**src/rtl/alu_src_sel_pipe.sv**
```systemverilog
// ALU operand-source selector: picks one of NUM_IN candidates and buffers it in a 2-entry skid stage.
// Optional sticky out-of-range select flag enabled by defining ALU_SRC_SEL_ERR_EN.
module alu_src_sel_pipe #(
  parameter int WIDTH  = 32,
  parameter int NUM_IN = 3,
  localparam int SEL_W = $clog2(NUM_IN)
) (
  input  logic                    clk,
  input  logic                    reset_n,
  input  logic                    in_valid,
  output logic                    in_ready,
  input  logic [SEL_W-1:0]        sel,
  input  logic [NUM_IN*WIDTH-1:0] data_in,
  output logic                    out_valid,
  input  logic                    out_ready,
  output logic [WIDTH-1:0]        out_data,
  output logic [1:0]              occupancy,
  output logic                    sel_err
);

  typedef enum logic [1:0] {
    EMPTY = 2'd0,
    ONE   = 2'd1,
    FULL  = 2'd2
  } state_t;

  state_t           state, state_nx;
  logic [WIDTH-1:0] out_data_p1;
  logic [WIDTH-1:0] skid_p1;
  logic [WIDTH-1:0] sel_val_p0;
  logic             accept, consume;
  logic             load_out, load_skid, move_skid;

  // Out-of-range indices fall through the loop and yield all-zeros.
  function automatic logic [WIDTH-1:0] pick(input logic [NUM_IN*WIDTH-1:0] bus,
                                            input logic [SEL_W-1:0] s);
    pick = '0;
    for (int i = 0; i < NUM_IN; i++) begin
      if (s == SEL_W'(i)) pick = bus[i*WIDTH +: WIDTH];
    end
  endfunction

  assign sel_val_p0 = pick(data_in, sel);
  assign in_ready   = (state != FULL);
  assign out_valid  = (state != EMPTY);
  assign occupancy  = state;
  assign out_data   = out_data_p1;
  assign accept     = in_valid & in_ready;
  assign consume    = out_valid & out_ready;

  always_ff @(posedge clk or negedge reset_n) begin
    if (!reset_n) state <= EMPTY;
    else          state <= state_nx;
  end

  always_comb begin
    state_nx  = state;
    load_out  = 1'b0;
    load_skid = 1'b0;
    move_skid = 1'b0;
    case (state)
      EMPTY: begin
        if (accept) begin
          state_nx = ONE;
          load_out = 1'b1;
        end
      end
      ONE: begin
        if (accept && consume) begin
          load_out = 1'b1;
        end else if (accept) begin
          state_nx  = FULL;
          load_skid = 1'b1;
        end else if (consume) begin
          state_nx = EMPTY;
        end
      end
      FULL: begin
        if (consume) begin
          state_nx  = ONE;
          move_skid = 1'b1;
        end
      end
      default: state_nx = EMPTY;
    endcase
  end

  // ---- stage p0 -> p1: operand registers, written only on accepted data or skid drain
  always_ff @(posedge clk or negedge reset_n) begin
    if (!reset_n) begin
      out_data_p1 <= '0;
      skid_p1     <= '0;
    end else begin
      if (load_out)       out_data_p1 <= sel_val_p0;
      else if (move_skid) out_data_p1 <= skid_p1;
      if (load_skid)      skid_p1     <= sel_val_p0;
    end
  end

`ifdef ALU_SRC_SEL_ERR_EN
  logic sel_oor;
  logic sel_err_p1;

  assign sel_oor = ({1'b0, sel} >= (SEL_W+1)'(NUM_IN));

  always_ff @(posedge clk or negedge reset_n) begin
    if (!reset_n)               sel_err_p1 <= 1'b0;
    else if (accept && sel_oor) sel_err_p1 <= 1'b1;
  end

  assign sel_err = sel_err_p1;
`else
  assign sel_err = 1'b0;
`endif

endmodule

```
**config.mk**
```make
export PLATFORM = sky130hd
export DESIGN_NAME = alu_src_sel_pipe
export DESIGN_NICKNAME = d
export VERILOG_FILES = /design/src/rtl/alu_src_sel_pipe.sv
export SDC_FILE = /design/constraint.sdc
export NUM_CORES = 1
export LEC_CHECK = 0
export ABC_AREA = 1
export CAP_MARGIN = 0
export CORE_ASPECT_RATIO = 0.75
export CORE_MARGIN = 3
export CORE_UTILIZATION = 45
export CTS_CLUSTER_DIAMETER = 60
export DETAILED_ROUTE_END_ITERATION = 8
export GPL_ROUTABILITY_DRIVEN = 0
export GPL_TIMING_DRIVEN = 0
export PLACE_DENSITY = 0.81
export SYNTH_ARGS = -nofsm -noshare
export SYNTH_HDL_FRONTEND = slang
export SYNTH_SLANG_ARGS = --single-unit
```
**constraint.sdc**
```tcl
create_clock -name clk -period 1.55 [get_ports clk]
set_input_delay 0.31 -clock clk [delete_from_list [all_inputs] [get_ports clk]]
set_output_delay 0.31 -clock clk [all_outputs]
set_load 0.05 [all_outputs]
```
* After elaboration in Yosys (flattened, before gate mapping) *
Cells that the tools add are included.

cells by class
  bitwise logic cells = 2
  multiplexer cells = 18
  reductions and logical operators = 6
  eq/ne operators = 9

operators with widths
  operator                                             count
  2-to-1 mux 32 bit                                    5
  2-to-1 mux 2 bit                                     5
  != test 2 bit, second input constant                 4
  2-to-1 mux 1 bit                                     6
  one-hot mux 2 bit (3 select lines)                   1
  equality test 2 x 1 -> 1 bit, second input constant  2
  equality test 2 bit, second input constant           2
  logical NOT 2 bit                                    2
  AND reduction 4 bit                                  1
  nonzero test 2 bit                                   2
  != test 3 bit, second input constant                 1
  AND 1 bit                                            2
  one-hot mux 1 bit (2 select lines)                   1
  logical AND 1 bit                                    1

word-level totals
  input port bits = 102
  flip-flop bits (word level) = 66
  output and inout bits = 37

* Logic depth before layout (Yosys ltp) *
  depth after elaboration = 6
  gate-level depth with buffers = 8

* Worst setup path before layout *
Ideal clock, no wire load.

  kind = reg2reg
  start = reg state[1] (netlist: occupancy[1])
  end = reg skid_p1[2]
  arrival time = 1.508 ns
  cell stages (with the launch flop) = 6
  slack = -0.084 ns
  setup time = 0.126 ns
  buffers on the path = 1
  cell sequence = dfrtp_1 > inv_1 > nand2_1 > nor3_4 > buf_4 > o21ai_0

on the way
  longest elaborated chain between the ends = 5
  elaborated cells between the ends (all ways) = 9

ends and longest elaborated chain
  element                                                       RTL line  source
  from (decl)                                                   27        state_t state, state_nx;
  from (signal assigned)                                        53        else state <= state_nx;
  != test 2 bit / nonzero test 2 bit (equally long branches)    44, 45
  AND 1 bit (on tied branches)                                  48, 49
  2-to-1 mux 1 bit / logical AND 1 bit (equally long branches)  71, 69
  2-to-1 mux 1 bit                                              69        if (accept && consume) begin
  2-to-1 mux 1 bit (*)                                          61        case (state)
  to (signal assigned)                                          96        if (load_skid) skid_p1 <= sel_val_p0;
  to (decl)                                                     29        logic [WIDTH-1:0] skid_p1;

Every way passes the cells marked *; elsewhere a longest branch is shown, timed or not.
A chain may end at the register's enable or synchronous reset.

* Worst setup path after layout *
  start = reg out_data_p1[9] (netlist: out_data[9])
  end = out out_data[9]

RTL lines
  element                 RTL line  source
  from (decl)             28        logic [WIDTH-1:0] out_data_p1;
  from (signal assigned)  94        if (load_out) out_data_p1 <= sel_val_p0;
  from (signal assigned)  95        else if (move_skid) out_data_p1 <= skid_p1;
  to (decl)               16        output logic [WIDTH-1:0] out_data,

No word-level cell between the ends.

==> run summary <==
Yosys reg bits -> 66
Share of cells above drive strength 1 -> 13.31%
Status -> finished clean
Top_reg_cell synth -> dfrtp_1
CTS tree -> done
Setup TNS -> 0 ns
Routed wire per std cell -> 16.93 um
Crit. Startpoint -> out_data[9]$_DFFE_PN0P_
Area of the die -> 0.009310 mm^2
Pre-antenna DRT Iters -> 6
Die height -> 84.32 um
Number of remaining DRC errors -> 0
Placed Area -> 0.005167 mm^2
Netlist cell types -> 21
Worst Skew -> 0.005520 ns
Worst setup path end -> out_data[9]
Buf/Inv on CP -> 1
DR iter-0 viols -> 473
Post-Route M1 WL -> 5.441 mm
Vias in the first global route -> 4209
Pin count of the biggest net entering global routing -> 67
Count of mapped cells out of synthesis -> 507
FP Rows -> 27
R2R depth -> 7
Highest net fanout along the worst path -> 2
Die X-Extent -> 110.4 um
Top Metal Used -> met4
Post-DP HPWL -> 9.155 mm
Setup-failing EPs final -> 0
Clock transition at path regs -> 0.07 ns
CP Class -> register to output port
All-Layer GR Usage -> 27.41%
CTS Hold Bufs -> 0
Worst-Margin Slew -> 0.8525 ns
CP delay by family, top -> buffers and inverters
Sw power -> 3639 uW
Antenna diode count -> 0
Number of synthesis warnings -> 0
Syn-to-layout area delta -> 44.51%
Logic pwr share -> 47.8%
Clk pwr share -> 16.7%
Switching Share -> 46.01%
Core outline area -> 0.007635 mm^2
Final Hold Viols -> 0
CTS buffer count -> 9
Min Tclk post-route -> 1.507 ns
DR vias -> 4273
Avg Cell Area, Syn -> 7.258 um^2
Worst Path Required -> 1.24 ns
Leak -> 0.002481 uW
Commonest non-fill, non-tap cell in the layout -> nand2_1
Crit path cell chain -> clkdlybuf4s15_1
Critical path depth -> 1
Commonest non-fill, non-tap cells in the layout -> nand2_1 (162), nand3_1 (98), clkdlybuf4s50_1 (97)
Root Driver -> clkbuf_8
Routed WL -> 12.90 mm
Num ports -> 139
Cell Pwr Density -> 1487 mW/mm^2
Initial Util -> 48.20%
Final period util -> 97.20%
CP endpoint kind -> output port
Min-delay worst type -> primary input to async pin
Number of flops mapped to enable cells by yosys -> 0
Remaining antenna violation count -> 0
Vias/cell -> 5.608
Clock buffer depth -> 2
Sink Count -> 66
Cell Int Power -> 4270 uW
CTS H-tree lvls -> 3
Worst EP arrival -> 1.20 ns
Netlist Area Pre-Place -> 0.003680 mm^2
Met2 wire length -> 5.662 mm
Unrepaired setup endpoints after global routing -> yes
Worst skew pair latency -> 0.35 ns
FILL cells -> 640
Reg2reg end -> out_data[22]$_DFFE_PN0P_
FMAX -> 663.8 MHz
Fin. max-slew vios -> 0
Global-route wire length before repair -> 20.46 mm
Total Power -> 7910 uW
Reg2Reg Launch Point -> occupancy[0]$_DFFE_PN0P_
Syn Nets -> 609
Initial antenna violation count -> 0
Total of max-cap violations -> 0
Max incr delay on CP -> 0.51 ns
Flop pwr share -> 35.5%
Async S/R FF share, synth -> 100.0%
Startpoint types -> register
VDD IR max -> 0.8445 mV
Design Area, Final -> 0.005318 mm^2
DR WL met3 -> 1.441 mm
Relative slew slack -> 43.17%
Worst reg2reg setup slack -> 0.04 ns
Post-synthesis sequential area ratio -> 44.88%
Cell at the slowest stage of the critical path -> clkdlybuf4s15_1
Fin nets -> 759
Grt total ovfl -> 0
IO buf count -> 135
## sequential cells by signal (all words and copies together) (netlist names)
name / cells
out_data: 32
skid_p1: 32
occupancy: 2
## per-stage QoR
step | instances | hold WS (ns) | worst slack, ns | util [%]
after floorplan | 507 | 0.01441 | 0.02294 | -
after global routing | 762 | 0.1160 | -0.05074 | 69.65
final | 762 | 0.07078 | 0.04342 | 69.65
after global placement | 743 | 0.4618 | -2.284 | 67.72
after CTS | 759 | 0.09952 | -0.1527 | 70.32
after detailed placement | 743 | 0.4649 | -0.4210 | 67.68
## worst min-delay path by stage
stage | from | endpoint | slack (ns)
after floorplan | reset_n | occupancy[0]$_DFFE_PN0P_ | 0.01
after global placement | out_data[16]$_DFFE_PN0P_ | out_data[16]$_DFFE_PN0P_ | 0.46
after detailed placement | out_data[15]$_DFFE_PN0P_ | out_data[15]$_DFFE_PN0P_ | 0.46
after CTS | reset_n | out_data[11]$_DFFE_PN0P_ | 0.1
after global routing | reset_n | out_data[11]$_DFFE_PN0P_ | 0.12
final | reset_n | out_data[12]$_DFFE_PN0P_ | 0.07
## metal layers
metal,up-vias,GRT usage [%]
met2,274,41.80
met1,1961,37.12
met4,0,10.85
met3,45,7.781
met5,-,0
li1,1993,-
## cells by family (layout without fill, tap and decap cells)
family	after synthesis	count (layout)	synth area share, %
AO/OA/AOI/OAI	66	66	9.147
buffers and inverters	74	228	9.146
flip-flops	66	66	44.88
other	1	1	0.1019
AND/OR/NAND/NOR	300	300	36.72
## cell usage after synthesis, types with 2 or more instances
cell / number / area (um^2)
nand2_1: 163 / 611.8
nand3_1: 98 / 490.5
dfrtp_1: 66 / 1652
inv_1: 36 / 135.1
o21ai_1: 35 / 175.2
nand4_1: 32 / 200.2
o21ai_0: 29 / 145.1
buf_2: 12 / 60.06
clkbuf_1: 12 / 45.04
buf_6: 4 / 45.04
nor2_1: 4 / 15.01
buf_1: 3 / 11.26
buf_4: 3 / 22.52
clkbuf_2: 2 / 10.01
inv_2: 2 / 7.510
## final cells by class
class	count	area, um^2	area share [%]
buffer	36	235.2	4.424
inverter	38	150.1	2.824
clock inverter	3	15.01	0.2824
clock buffer	12	155.1	2.918
sequential	66	1654	31.11
tap	101	126.4	2.376
timing repair buffer	139	1272	23.93
multi-input combinational	367	1709	32.14
## power by group through the flow
| stage | clock [uW] | combinational (uW) | sequential, uW |
|---|---|---|---|
| after floorplan | 0 | 1280 | 4010 |
| after global placement | 0 | 3900 | 2790 |
| after detailed placement | 0 | 3960 | 2810 |
| after CTS | 1330 | 3830 | 2790 |
| after global routing | 1410 | 4090 | 2890 |
| final | 1320 | 3780 | 2810 |
## timing repair
| action | 4_1_cts | 5_1_grt |
|---|---|---|
| pin swaps | 1 | 2 |
| endpoints found under the setup margin | 98 | 57 |
| buffers inserted | 1 | 3 |
| resized for setup | 86 | 53 |
(Power assumes the default switching activity.)
